## src/rtl/uart_pkg.sv

```systemverilog
// Shared UART definitions: frame FSM states, parity encodings and the parity helper
// used by both the transmitter and the receiver.
package uart_pkg;

    localparam int MAX_DATA_W = 32;

    localparam logic PAR_EVEN = 1'b0;
    localparam logic PAR_ODD  = 1'b1;

    typedef enum logic [2:0] {
        ST_IDLE   = 3'd0,
        ST_START  = 3'd1,
        ST_DATA   = 3'd2,
        ST_PARITY = 3'd3,
        ST_STOP   = 3'd4
    } uart_state_e;

    // Parity bit that makes the frame satisfy par_type; zero-extended data is harmless
    function automatic logic parity(input logic [MAX_DATA_W-1:0] data, input logic par_type);
        return (^data) ^ par_type;
    endfunction

endpackage

```

## src/rtl/uart_rx_sampler.sv

```systemverilog
// Line front end for the UART receiver: 2-flop synchronizer, falling-edge detect,
// per-bit oversampling counter and 2-of-3 majority vote around the bit centre.
module uart_rx_sampler #(
    parameter int PRESCALE = 8
) (
    input  logic clk,
    input  logic rst,
    input  logic rx_in,
    input  logic active,
    input  logic start,
    output logic rx_fall,
    output logic bit_val,
    output logic bit_done,
    output logic bit_end
);

    localparam int CNT_W = (PRESCALE > 2) ? $clog2(PRESCALE) : 1;
    localparam logic [CNT_W-1:0] CNT_LAST = CNT_W'(PRESCALE - 1);
    localparam logic [CNT_W-1:0] SAMP0    = CNT_W'(PRESCALE / 2 - 1);
    localparam logic [CNT_W-1:0] SAMP1    = CNT_W'(PRESCALE / 2);
    localparam logic [CNT_W-1:0] SAMP2    = CNT_W'(PRESCALE / 2 + 1);

    logic             sync1_r;
    logic             sync2_r;
    logic             prev_r;
    logic             samp0_r;
    logic             samp1_r;
    logic [CNT_W-1:0] edge_cnt_r;
    logic [CNT_W-1:0] edge_cnt_s;

    // Synchronizer plus one-cycle history of the synchronized line
    always_ff @(posedge clk or negedge rst) begin
        if (!rst) begin
            sync1_r <= 1'b1;
            sync2_r <= 1'b1;
            prev_r  <= 1'b1;
        end else begin
            sync1_r <= rx_in;
            sync2_r <= sync1_r;
            prev_r  <= sync2_r;
        end
    end

    // The detect cycle counts as edge 0 of the start bit, so the counter enters START at 1
    always_comb begin
        edge_cnt_s = CNT_W'(0);
        if (start) begin
            edge_cnt_s = CNT_W'(1);
        end else if (active) begin
            if (edge_cnt_r == CNT_LAST) begin
                edge_cnt_s = CNT_W'(0);
            end else begin
                edge_cnt_s = edge_cnt_r + CNT_W'(1);
            end
        end else begin
            edge_cnt_s = CNT_W'(0);
        end
    end

    // Bit-time counter and the two early samples of the majority vote
    always_ff @(posedge clk or negedge rst) begin
        if (!rst) begin
            edge_cnt_r <= CNT_W'(0);
            samp0_r    <= 1'b1;
            samp1_r    <= 1'b1;
        end else begin
            edge_cnt_r <= edge_cnt_s;
            if (active && (edge_cnt_r == SAMP0)) begin
                samp0_r <= sync2_r;
            end
            if (active && (edge_cnt_r == SAMP1)) begin
                samp1_r <= sync2_r;
            end
        end
    end

    assign rx_fall  = !sync2_r && prev_r;
    assign bit_val  = (samp0_r & samp1_r) | (samp0_r & sync2_r) | (samp1_r & sync2_r);
    assign bit_done = active && (edge_cnt_r == SAMP2);
    assign bit_end  = active && (edge_cnt_r == CNT_LAST);

endmodule

```

## src/rtl/uart_rx.sv

```systemverilog
// UART receiver: frame FSM, data shift register and parity/stop checks on top of the
// oversampling front end; results leave on registered one-cycle strobes.
module uart_rx
    import uart_pkg::*;
#(
    parameter int DATA_WIDTH = 8,
    parameter int PAR_EN     = 1,
    parameter int PAR_TYPE   = 1,
    parameter int PRESCALE   = 8
) (
    input  logic                  clk,
    input  logic                  rst,
    input  logic                  rx_in,
    output logic [DATA_WIDTH-1:0] P_DATA,
    output logic                  DATA_VALID,
    output logic                  parity_error,
    output logic                  framing_error,
    output logic                  busy_flag
);

    localparam int   BIT_CNT_W    = $clog2(DATA_WIDTH + 1);
    localparam logic PAR_TYPE_BIT = (PAR_TYPE != 0) ? PAR_ODD : PAR_EVEN;

    uart_state_e           state_r;
    uart_state_e           state_s;
    logic [BIT_CNT_W-1:0]  bit_cnt_r;
    logic [DATA_WIDTH-1:0] shift_r;
    logic                  par_err_r;

    logic rx_fall_s;
    logic bit_val_s;
    logic bit_done_s;
    logic bit_end_s;
    logic active_s;
    logic start_s;
    logic last_bit_s;
    logic shift_we_s;
    logic par_chk_s;
    logic frame_chk_s;
    logic valid_s;
    logic perr_s;
    logic ferr_s;

    assign active_s   = (state_r != ST_IDLE);
    assign start_s    = (state_r == ST_IDLE) && rx_fall_s;
    assign last_bit_s = (bit_cnt_r == BIT_CNT_W'(DATA_WIDTH - 1));

    uart_rx_sampler #(
        .PRESCALE (PRESCALE)
    ) u_sampler (
        .clk      (clk),
        .rst      (rst),
        .rx_in    (rx_in),
        .active   (active_s),
        .start    (start_s),
        .rx_fall  (rx_fall_s),
        .bit_val  (bit_val_s),
        .bit_done (bit_done_s),
        .bit_end  (bit_end_s)
    );

    // FSM state register
    always_ff @(posedge clk or negedge rst) begin
        if (!rst) begin
            state_r <= ST_IDLE;
        end else begin
            state_r <= state_s;
        end
    end

    // Next state: STOP leaves at the vote so a back-to-back start edge is not missed
    always_comb begin
        state_s = state_r;
        case (state_r)
            ST_IDLE: begin
                if (rx_fall_s) state_s = ST_START;
                else           state_s = ST_IDLE;
            end
            ST_START: begin
                if (bit_done_s && bit_val_s) state_s = ST_IDLE;
                else if (bit_end_s)          state_s = ST_DATA;
                else                         state_s = ST_START;
            end
            ST_DATA: begin
                if (bit_end_s && last_bit_s) state_s = (PAR_EN != 0) ? ST_PARITY : ST_STOP;
                else                         state_s = ST_DATA;
            end
            ST_PARITY: begin
                if (bit_end_s) state_s = ST_STOP;
                else           state_s = ST_PARITY;
            end
            ST_STOP: begin
                if (bit_done_s) state_s = ST_IDLE;
                else            state_s = ST_STOP;
            end
            default: state_s = ST_IDLE;
        endcase
    end

    // Per-state strobes; a parity failure masks a simultaneous bad stop bit
    always_comb begin
        shift_we_s  = 1'b0;
        par_chk_s   = 1'b0;
        frame_chk_s = 1'b0;
        case (state_r)
            ST_DATA:   shift_we_s  = bit_done_s;
            ST_PARITY: par_chk_s   = bit_done_s;
            ST_STOP:   frame_chk_s = bit_done_s;
            default:   shift_we_s  = 1'b0;
        endcase
        valid_s = frame_chk_s && !par_err_r && bit_val_s;
        perr_s  = frame_chk_s && par_err_r;
        ferr_s  = frame_chk_s && !par_err_r && !bit_val_s;
    end

    // Datapath: bit index, shift register and the latched parity verdict
    always_ff @(posedge clk or negedge rst) begin
        if (!rst) begin
            bit_cnt_r <= BIT_CNT_W'(0);
            shift_r   <= DATA_WIDTH'(0);
            par_err_r <= 1'b0;
        end else begin
            if (start_s) begin
                bit_cnt_r <= BIT_CNT_W'(0);
                par_err_r <= 1'b0;
            end else begin
                if ((state_r == ST_DATA) && bit_end_s) begin
                    bit_cnt_r <= bit_cnt_r + BIT_CNT_W'(1);
                end
                if (par_chk_s) begin
                    par_err_r <= (bit_val_s != parity(MAX_DATA_W'(shift_r), PAR_TYPE_BIT));
                end
            end
            for (int i = 0; i < DATA_WIDTH; i++) begin
                if (shift_we_s && (bit_cnt_r == BIT_CNT_W'(i))) begin
                    shift_r[i] <= bit_val_s;
                end
            end
        end
    end

    // Registered outputs
    always_ff @(posedge clk or negedge rst) begin
        if (!rst) begin
            P_DATA        <= DATA_WIDTH'(0);
            DATA_VALID    <= 1'b0;
            parity_error  <= 1'b0;
            framing_error <= 1'b0;
            busy_flag     <= 1'b0;
        end else begin
            if (valid_s) begin
                P_DATA <= shift_r;
            end
            DATA_VALID    <= valid_s;
            parity_error  <= perr_s;
            framing_error <= ferr_s;
            busy_flag     <= (state_s != ST_IDLE);
        end
    end

endmodule

```

## config.mk

```make
export PLATFORM = sky130hd
export DESIGN_NAME = uart_rx
export DESIGN_NICKNAME = d
export VERILOG_FILES = /design/src/rtl/uart_pkg.sv /design/src/rtl/uart_rx_sampler.sv /design/src/rtl/uart_rx.sv
export SDC_FILE = /design/constraint.sdc
export NUM_CORES = 1
export LEC_CHECK = 0
export ABC_AREA = 1
export ABC_CLOCK_PERIOD_IN_PS = 1600
export CORE_ASPECT_RATIO = 0.7
export CORE_MARGIN = 3
export CORE_UTILIZATION = 51
export DETAILED_ROUTE_END_ITERATION = 6
export PLACE_DENSITY_LB_ADDON = 0.1
export SYNTH_ARGS = -nofsm -noshare
export SYNTH_HDL_FRONTEND = slang
export SYNTH_SLANG_ARGS = --single-unit
```

## constraint.sdc

```tcl
create_clock -name clk -period 1.6 [get_ports clk]
set_clock_uncertainty 0.1 [all_clocks]
set_input_delay 0.32 -clock clk [delete_from_list [all_inputs] [get_ports clk]]
set_output_delay 0.32 -clock clk [all_outputs]
set_load 0.02 [all_outputs]
```

==> flow_summary.toml, run 1 <==
[detailed_routing]
m1WireLength_um = 1752
avgViaCountPerCell = 5.031
wl_um = 3551
vias = 1444
top_layer_used = "met4"
met3_wirelength_um = 164
wl_per_cell_um = 12.37
drc = 0
first_pass_iters = 4
drt_iter0_markers = 115
route.met2.wl_um = 1572
ant_nets = 0

[global_route]
grt_pass1_wl_um = 6161
antenna_found_initial = 0
grt_pass1_vias = 1389
grt_use_total = 0.1834
gr-total-overflow = 0
grt_max_degree = 37

[worst_setup_path]
required_ps = 1690
critPathArrivalTime_ps = 1630
endpoint_kind = "register"
reg2reg_depth = 9
critPathKind = "register to register"
worstPathMaxFanout = 6
start_kind = "register"
crit_start = "u_sampler.edge_cnt_r[1]"
r2r-start = "u_sampler.edge_cnt_r[1]"

[timing]
fin_crit_ps = 1540
tightest_slew_ps = 374.5
period_share = 0.9625
slew_viol_final = 0
setup_viol = 0
relSlewSlack = 0.7484
tns_ps = 0
finalWorstSetupSlack_ps = 59.93
fmax_mhz = 649.3
finalHoldViolations = 0

[logic_synthesis]
synth-seq-area-share = 0.4949
ys_types = 24
synth_area_leaders = "dfrtp_1 42%, nand2_1 13%, dfstp_2 7.2%"
yosysTopAreaCellShare = 0.4232
synth.cell_area_um2 = 1833
syn_area_per_cell_um2 = 8.646
syn-num-nets = 224
yosys_warnings = 0
ys_ff_latch = 36
syn_inst = 212
synth.largest_area_cell = "dfrtp_1"

[floorplan]
die_h_um = 56.16
start_util = 0.5560
fp.dieArea_um2 = 4361
ios = 15
std_cell_rows = 17
core_area_um2 = 3297
fp.dieW_um = 77.66

[clock_network]
holdBufCountCts = 0
cts-root-buf = "clkbuf_8"
cts.reportedPaths.clkPinSlew_ps = 70
clockBufferDepth = 2
cts_buffers = 5
worst_skew_pair.late_latency_ps = 290
clock-sinks = 36
htreeDepth = 2
cts_tree = "yes"

[placement]
io_buffers = 14
gp_congestion = 0.8500
dpl.cell_count = 275
dpl_worst_slack_ps = -29.70
place_area_um2 = 2056
dp_hpwl_um = 2576

[cells_and_area]
final_cells = 287
final_nets = 251
antennaDiodeCount = 0
final_core_util = 0.6915
final_cell_mix = "62 x nand2_1, 31 x dfrtp_1, 26 x inv_1"
drive_gt1_frac = 0.2042
final_common_cell = "nand2_1"
syn2layout_area_growth_pct = 24.37
stdcell_area_um2 = 2280

[status]
status = "completed"

[worst_hold_path]
min_from = "u_sampler.sync1_r"
min_path_type = "register to register"
holdPathStages = 0

[power]
power.density_nw_per_um2 = 1326
switching_share = 0.3026
p_clk_frac = 0.367
power_switching_mw = 0.9150
intPower_mw = 2.109
p_seq_frac = 0.379
p_leak_nw = 1.117
pwr-share-comb = 0.254
vdd_drop_max_mv = 1.062

[run]
drv_cap = 0
critical path, cell delays in order, from the launching register on:
cell and delay (ps):
dfrtp_1 400, inv_1 100, ha_2 210, nand2_4 90, nor2_2 160, nand2_1 100
nand3_1 100, nand3_2 90, inv_1 60, nand2_1 40
area by class of cell:
cell class,instances,area (um^2)
fill,249,1017
tap,47,58.81
multi-input combinational,147,847.1
clock inverter,3,90.09
clock buffer,5,68.82
sequential,36,907.1
timing repair buffer,21,202.7
inverter,28,105.1
cells by family (layout without fill, tap and decap cells):
kind of cell | count (synthesis) | count (layout) | synth area share
AOI/OAI and AO/OA | 28 | 28 | 0.09829
buffers and inverters | 29 | 57 | 0.06348
and+or+nand+nor | 110 | 110 | 0.2819
adders and majority gates | 9 | 9 | 0.06143
DFF | 36 | 36 | 0.4949
power groups by stage:
stage | Combinational (mW) | Clock [mW] | Sequential [mW]
after CTS | 0.695 | 1.12 | 1.14
after global placement | 0.644 | 0 | 1.15
final | 0.767 | 1.11 | 1.15
after floorplan | 0.477 | 0 | 1.15
after global routing | 0.863 | 1.17 | 1.16
after detailed placement | 0.671 | 0 | 1.16
cells in the mapped netlist:
| cell type | instances |
|---|---|
| nand2_2 | 4 |
| buf_6 | 1 |
| nand3_4 | 1 |
| nor4_1 | 1 |
| nand3_2 | 3 |
| o21ai_0 | 11 |
| nor2_1 | 15 |
| o21ai_2 | 9 |
| a21oi_1 | 3 |
| inv_1 | 26 |
| a31oi_1 | 2 |
| o22ai_1 | 1 |
| nor2_4 | 4 |
| nor2_2 | 2 |
| inv_2 | 2 |
| o21ai_1 | 1 |
| nor3_1 | 3 |
| dfstp_2 | 5 |
| nand3_1 | 14 |
| nand4_1 | 1 |
| nand2_1 | 62 |
| dfrtp_1 | 31 |
| o31ai_1 | 1 |
| ha_1 | 9 |
what timing repair did:
item	4_1_cts	5_1_grt
pin swaps	1	3
buffers inserted	1	3
setup endpoints to repair	14	18
gates resized for setup	13	7
endpoints found under the hold margin	0	0
path summary, 6_finish.rpt:
| path | end | slack, ps |
|---|---|---|
| worst min register to register | u_sampler.sync2_r | 260 |
| worst max-delay path | busy_flag | 60 |
| min in group asynchronous | busy_flag | 290 |
| worst max register to register | busy_flag | 60 |
| worst min-delay path | u_sampler.sync2_r | 260 |
| max in group asynchronous | u_sampler.sync1_r | 860 |
layer usage:
metal	global-route usage	vias to the layer above
met5	0	-
met4	0.08376	0
met3	0.06149	7
met2	0.2598	33
met1	0.2523	673
li1	-	731
sequential cells by signal, summed over array words and instances (netlist names), 3 cells and up:
| signal | count |
|---|---|
| P_DATA | 8 |
| shift_r | 8 |
| u_sampler.edge_cnt_r | 3 |
| bit_cnt_r | 4 |
| state_r | 3 |
through the flow:
step | hold slack (ps) | total power [mW]
finish | 259.1 | 3.024
global route | 271.3 | 3.192
CTS | 263.2 | 2.953
detailed placement | 257.8 | 1.829
global placement | 258.0 | 1.792
floorplan | -75.59 | 1.632
No activity file was read; power rests on OpenSTA's default activity.
==> inputs of run 2 (changes only) <==
Settings changed: CORE_MARGIN 3 to 2, GPL_TIMING_DRIVEN set to 1.
==> run 2 against run 1 <==
Effect of this change:
- combinational power is 6.9% lower
- via count is 0.69% lower
- utilization is 6.0 points lower
- worst setup slack better by 23 ps
- register-to-register slack better by 20 ps
- sequential power hardly changed
- clock-buffer cell count stayed put
- final cell count is 0.70% higher
- global-route usage is 0.25 points higher
- critical path type unchanged
==> flow_summary.toml, run 2 (same netlist as run 1, synthesis figures left out) <==
[timing]
tns_ps = 0
fin_crit_ps = 1517
setup_viol = 0
finalWorstSetupSlack_ps = 83.16
relSlewSlack = 0.7606
rsz0062_at_grt = "true"
period_share = 0.9480
fmax_mhz = 659.3
tightest_slew_ps = 356.4
slew_viol_final = 0
holdWs_ps = 251.2
finalHoldViolations = 0

[cells_and_area]
nFillCells = 298
biggestRegsByFlops = "P_DATA x8, shift_r x8, bit_cnt_r x4"
syn2layout_area_growth_pct = 20.34
final_common_cell = "nand2_1"
final_nets = 250
drive_gt1_frac = 0.2008
final_cell_mix = "62 x nand2_1, 31 x dfrtp_1, 25 x inv_1"
antennaDiodeCount = 0

[clock_network]
clock-sinks = 36
cts-root-buf = "clkbuf_8"
cts_buffers = 5
cts_tree = "yes"
htreeDepth = 2
worst_skew_pair.late_latency_ps = 300
clockBufferDepth = 2
cts.reportedPaths.clkPinSlew_ps = 70

[global_route]
antenna_found_initial = 0
grt_use_total = 0.1859
grt_pass1_wl_um = 5526
grt_max_degree = 21
grt_pass1_vias = 1222
gr-total-overflow = 0

[floorplan]
start_util = 0.5251
die_h_um = 54.16
fp.dieArea_um2 = 4097
ios = 15
fp.dieW_um = 75.66
std_cell_rows = 18
core_area_um2 = 3491

[detailed_routing]
route.met2.wl_um = 1530
vias = 1434
drt_iter0_markers = 79
met3_wirelength_um = 124
m1WireLength_um = 1797
top_layer_used = "met4"
wl_um = 3513
avgViaCountPerCell = 4.962
first_pass_iters = 4
drc = 0
ant_nets = 0
wl_per_cell_um = 12.16

[worst_setup_path]
ff2ff_setup_slack_ps = 80
critPathKind = "register to register"
endpoint_kind = "register"
critPathArrivalTime_ps = 1600
required_ps = 1680
start_kind = "register"
worstPathMaxFanout = 6

[placement]
dp_hpwl_um = 2641
io_buffers = 14
dpl_worst_slack_ps = -15.26
gp_congestion = 0.8362

[power]
p_leak_nw = 1.064
power.total_mw = 2.656
vdd_drop_max_mv = 0.7223
power.density_nw_per_um2 = 1204

[status]
status = "completed"

[run]
drv_cap = 0

[worst_hold_path]
min_path_type = "register to register"
run 2: cell types whose count changed in the layout (fill, tap and decap cells not counted):
cell,before,now
buf_12,2,0
bufinv_16,3,1
clkinv_2,0,1
clkinvlp_4,0,1
ha_1,6,7
ha_2,2,1
inv_1,26,25
inv_2,2,3
nand2_2,3,4
nand2_4,1,0
nand3_4,1,2
run 2: area by class of cell:
cell class | instances | area, um^2 | area share
Inverter | 28 | 105.1 | 0.04765
Multi-Input combinational cell | 148 | 857.1 | 0.3885
Clock inverter | 3 | 42.54 | 0.01929
Clock buffer | 5 | 68.82 | 0.03120
Sequential cell | 36 | 907.1 | 0.4112
Timing Repair Buffer | 19 | 162.7 | 0.07374
Tap cell | 50 | 62.56 | 0.02836
run 2: per-stage QoR:
step | utilization | instances | instance area (um^2)
after floorplan | - | 212 | 1833
after global placement | 0.5885 | 279 | 2054
after detailed placement | 0.5885 | 279 | 2054
after CTS | 0.6176 | 287 | 2156
after global routing | 0.6319 | 289 | 2206
final | 0.6319 | 289 | 2206
run 2: per-layer routing:
layer,up-vias,track usage
met1,674,0.2692
met4,0,0.07895
met3,7,0.05431
met2,19,0.2565
li1,734,-
met5,-,0
run 2: power by group:
part	internal (mW)	total, mW	switching, mW	leakage, nW
registers	1.04	1.15	0.104	0.475
clock network	0.461	0.794	0.333	0.0541
logic	0.245	0.714	0.469	0.534
run 2: repair_timing:
action                                  CTS  global route
endpoints found under the setup margin   19            13
pin swaps                                 1             2
gates cloned                              0             1
buffers inserted                          0             1
endpoints found under the hold margin     0             0
gates resized for setup                  13             7
hold buffers                              0             0
run 2: path summary, 6_finish.rpt:
kind                            cells after the start              start                 to
worst max-delay path                                7  u_sampler.sync2_r          busy_flag
worst min-delay path                                0  u_sampler.sync1_r  u_sampler.sync2_r
worst max register to register                      7  u_sampler.sync2_r          busy_flag
worst min register to register                      0  u_sampler.sync1_r  u_sampler.sync2_r
max in group asynchronous                           2                rst  u_sampler.sync1_r
min in group asynchronous                           2                rst         shift_r[3]
run 2: worst max-delay path: stages (launching register included):
cell,delay [ps]
dfstp_2,540
inv_1,90
o21ai_4,280
nand2_1,130
nand3_1,100
nand3_2,70
inv_1,60
nand2_1,40
==> inputs of run 3 (changes only) <==
Settings changed: PLACE_DENSITY_LB_ADDON 0.1 to 0.2.
==> run 3 against run 2 <==
Effect of this change:
- design area fell by 1.6%
- total power fell by 6.9%
- die area did not move
- register-to-register slack got worse by 60 ps
- maximum frequency fell by 3.7%
- non-clock buffer count rose by 3
- final cell count rose by 0.69%
- first-iteration DRC count fell by 8.9%
- critical path depth did not move
- sequential power barely moved
- global-route usage rose by 0.067 points
- worst setup slack got worse by 58 ps
==> flow_summary.toml, run 3 (same netlist as run 1, synthesis figures left out) <==
[placement]
place_area_um2 = 2082
dpl_worst_slack_ps = -16.23
gp_congestion = 0.8529
io_buffers = 14
dpl.cell_count = 281
dp_hpwl_um = 2492

[worst_setup_path]
endpoint_kind = "register"
critical_path_cell_count = 7
required_ps = 1680
critPathArrivalTime_ps = 1660
crit_family = "simple AND/OR/NAND/NOR gates"
critical_path_buf_inv_count = 1
max_stage_delay_ps = 400
start_kind = "register"
worst_path_max_delay_cell = "dfrtp_1"
worstPathMaxFanout = 17
crit_chain = "buf_4 > ha_1 > nand2_2 > nor2_4 > nand3_4 > nand2_1 > o21ai_2"
reg2reg_depth = 7
critPathKind = "register to register"

[timing]
rsz0062_at_grt = "true"
holdWs_ps = 256.2
period_share = 0.9840
finalHoldViolations = 0
tns_ps = 0
slew_viol_final = 0
tightest_slew_ps = 369.0
relSlewSlack = 0.7521
fmax_mhz = 635.1
finalWorstSetupSlack_ps = 25.53
setup_viol = 0
fin_crit_ps = 1574

[cells_and_area]
final_common_cell = "nand2_1"
syn2layout_area_growth_pct = 18.43
biggestRegsByFlops = "P_DATA x8, shift_r x8, bit_cnt_r x4"
final_core_util = 0.6219
final_cell_mix = "62 x nand2_1, 31 x dfrtp_1, 25 x inv_1"
final_nets = 252
drive_gt1_frac = 0.1909
antennaDiodeCount = 0
stdcell_area_um2 = 2171
final_cells = 291

[status]
status = "completed"

[power]
power.total_mw = 2.473
vdd_drop_max_mv = 0.7053
p_leak_nw = 1.073
power.density_nw_per_um2 = 1139

[worst_hold_path]
holdPathStages = 0
min_path_type = "register to register"

[floorplan]
start_util = 0.5251
fp.dieW_um = 75.66
core_area_um2 = 3491
die_h_um = 54.16
ios = 15
fp.dieArea_um2 = 4097
std_cell_rows = 18

[clock_network]
cts_buffers = 5
clockBufferDepth = 2
holdBufCountCts = 0
htreeDepth = 2
cts-root-buf = "clkbuf_8"
clock-sinks = 36
worst_skew_pair.late_latency_ps = 290
cts.reportedPaths.clkPinSlew_ps = 70
cts_tree = "yes"

[detailed_routing]
wl_per_cell_um = 11.53
first_pass_iters = 4
wl_um = 3355
ant_nets = 0
vias = 1427
drt_iter0_markers = 72
drc = 0
avgViaCountPerCell = 4.904

[run]
drv_cap = 0

[global_route]
grt_pass1_vias = 1164
grt_pass1_wl_um = 5423
grt_use_total = 0.1866
antenna_found_initial = 0
grt_max_degree = 37
gr-total-overflow = 0
-- run 3: worst register-to-register path, cell delays in order, from the launching register on --
cell,delay [ps]
dfrtp_1,400
buf_4,130
ha_1,150
nand2_2,110
nor2_4,150
nand3_4,220
nand2_1,160
o21ai_2,60
-- run 3: report_power, final --
group	switching, mW	internal (mW)
clock network	0.305	0.305
logic	0.442	0.278
registers	0.0982	1.05
total	0.845	1.63
-- run 3: path summary, 6_finish.rpt --
path	startpoint	end	slack (ps)
max	u_sampler.edge_cnt_r[0]	P_DATA[6]	30
min	u_sampler.sync1_r	u_sampler.sync2_r	260
max reg2reg	u_sampler.edge_cnt_r[0]	P_DATA[6]	30
min reg2reg	u_sampler.sync1_r	u_sampler.sync2_r	260
max in group asynchronous	rst	u_sampler.samp1_r	850
min in group asynchronous	rst	P_DATA[6]	300
-- run 3: cell type report --
type | instances | area, um^2
multi-input combinational | 147 | 817.0
tap | 50 | 62.56
inverter | 28 | 105.1
sequential | 36 | 907.1
timing repair buffer | 22 | 197.7
clock buffer | 7 | 76.32
clock inverter | 1 | 5.005
fill | 307 | 1320
-- run 3: what timing repair did --
item                                    CTS  global route
resized for setup                        13             3
buffers inserted                          0             2
cloned                                    0             0
pin swaps                                 0             1
endpoints found under the setup margin   13             6
-- run 3: routing by layer --
layer	part of all wire	GRT usage
met5	0	0
met4	0.015	0.07895
met1	0.53	0.2827
met2	0.42	0.2464
met3	0.036	0.05056
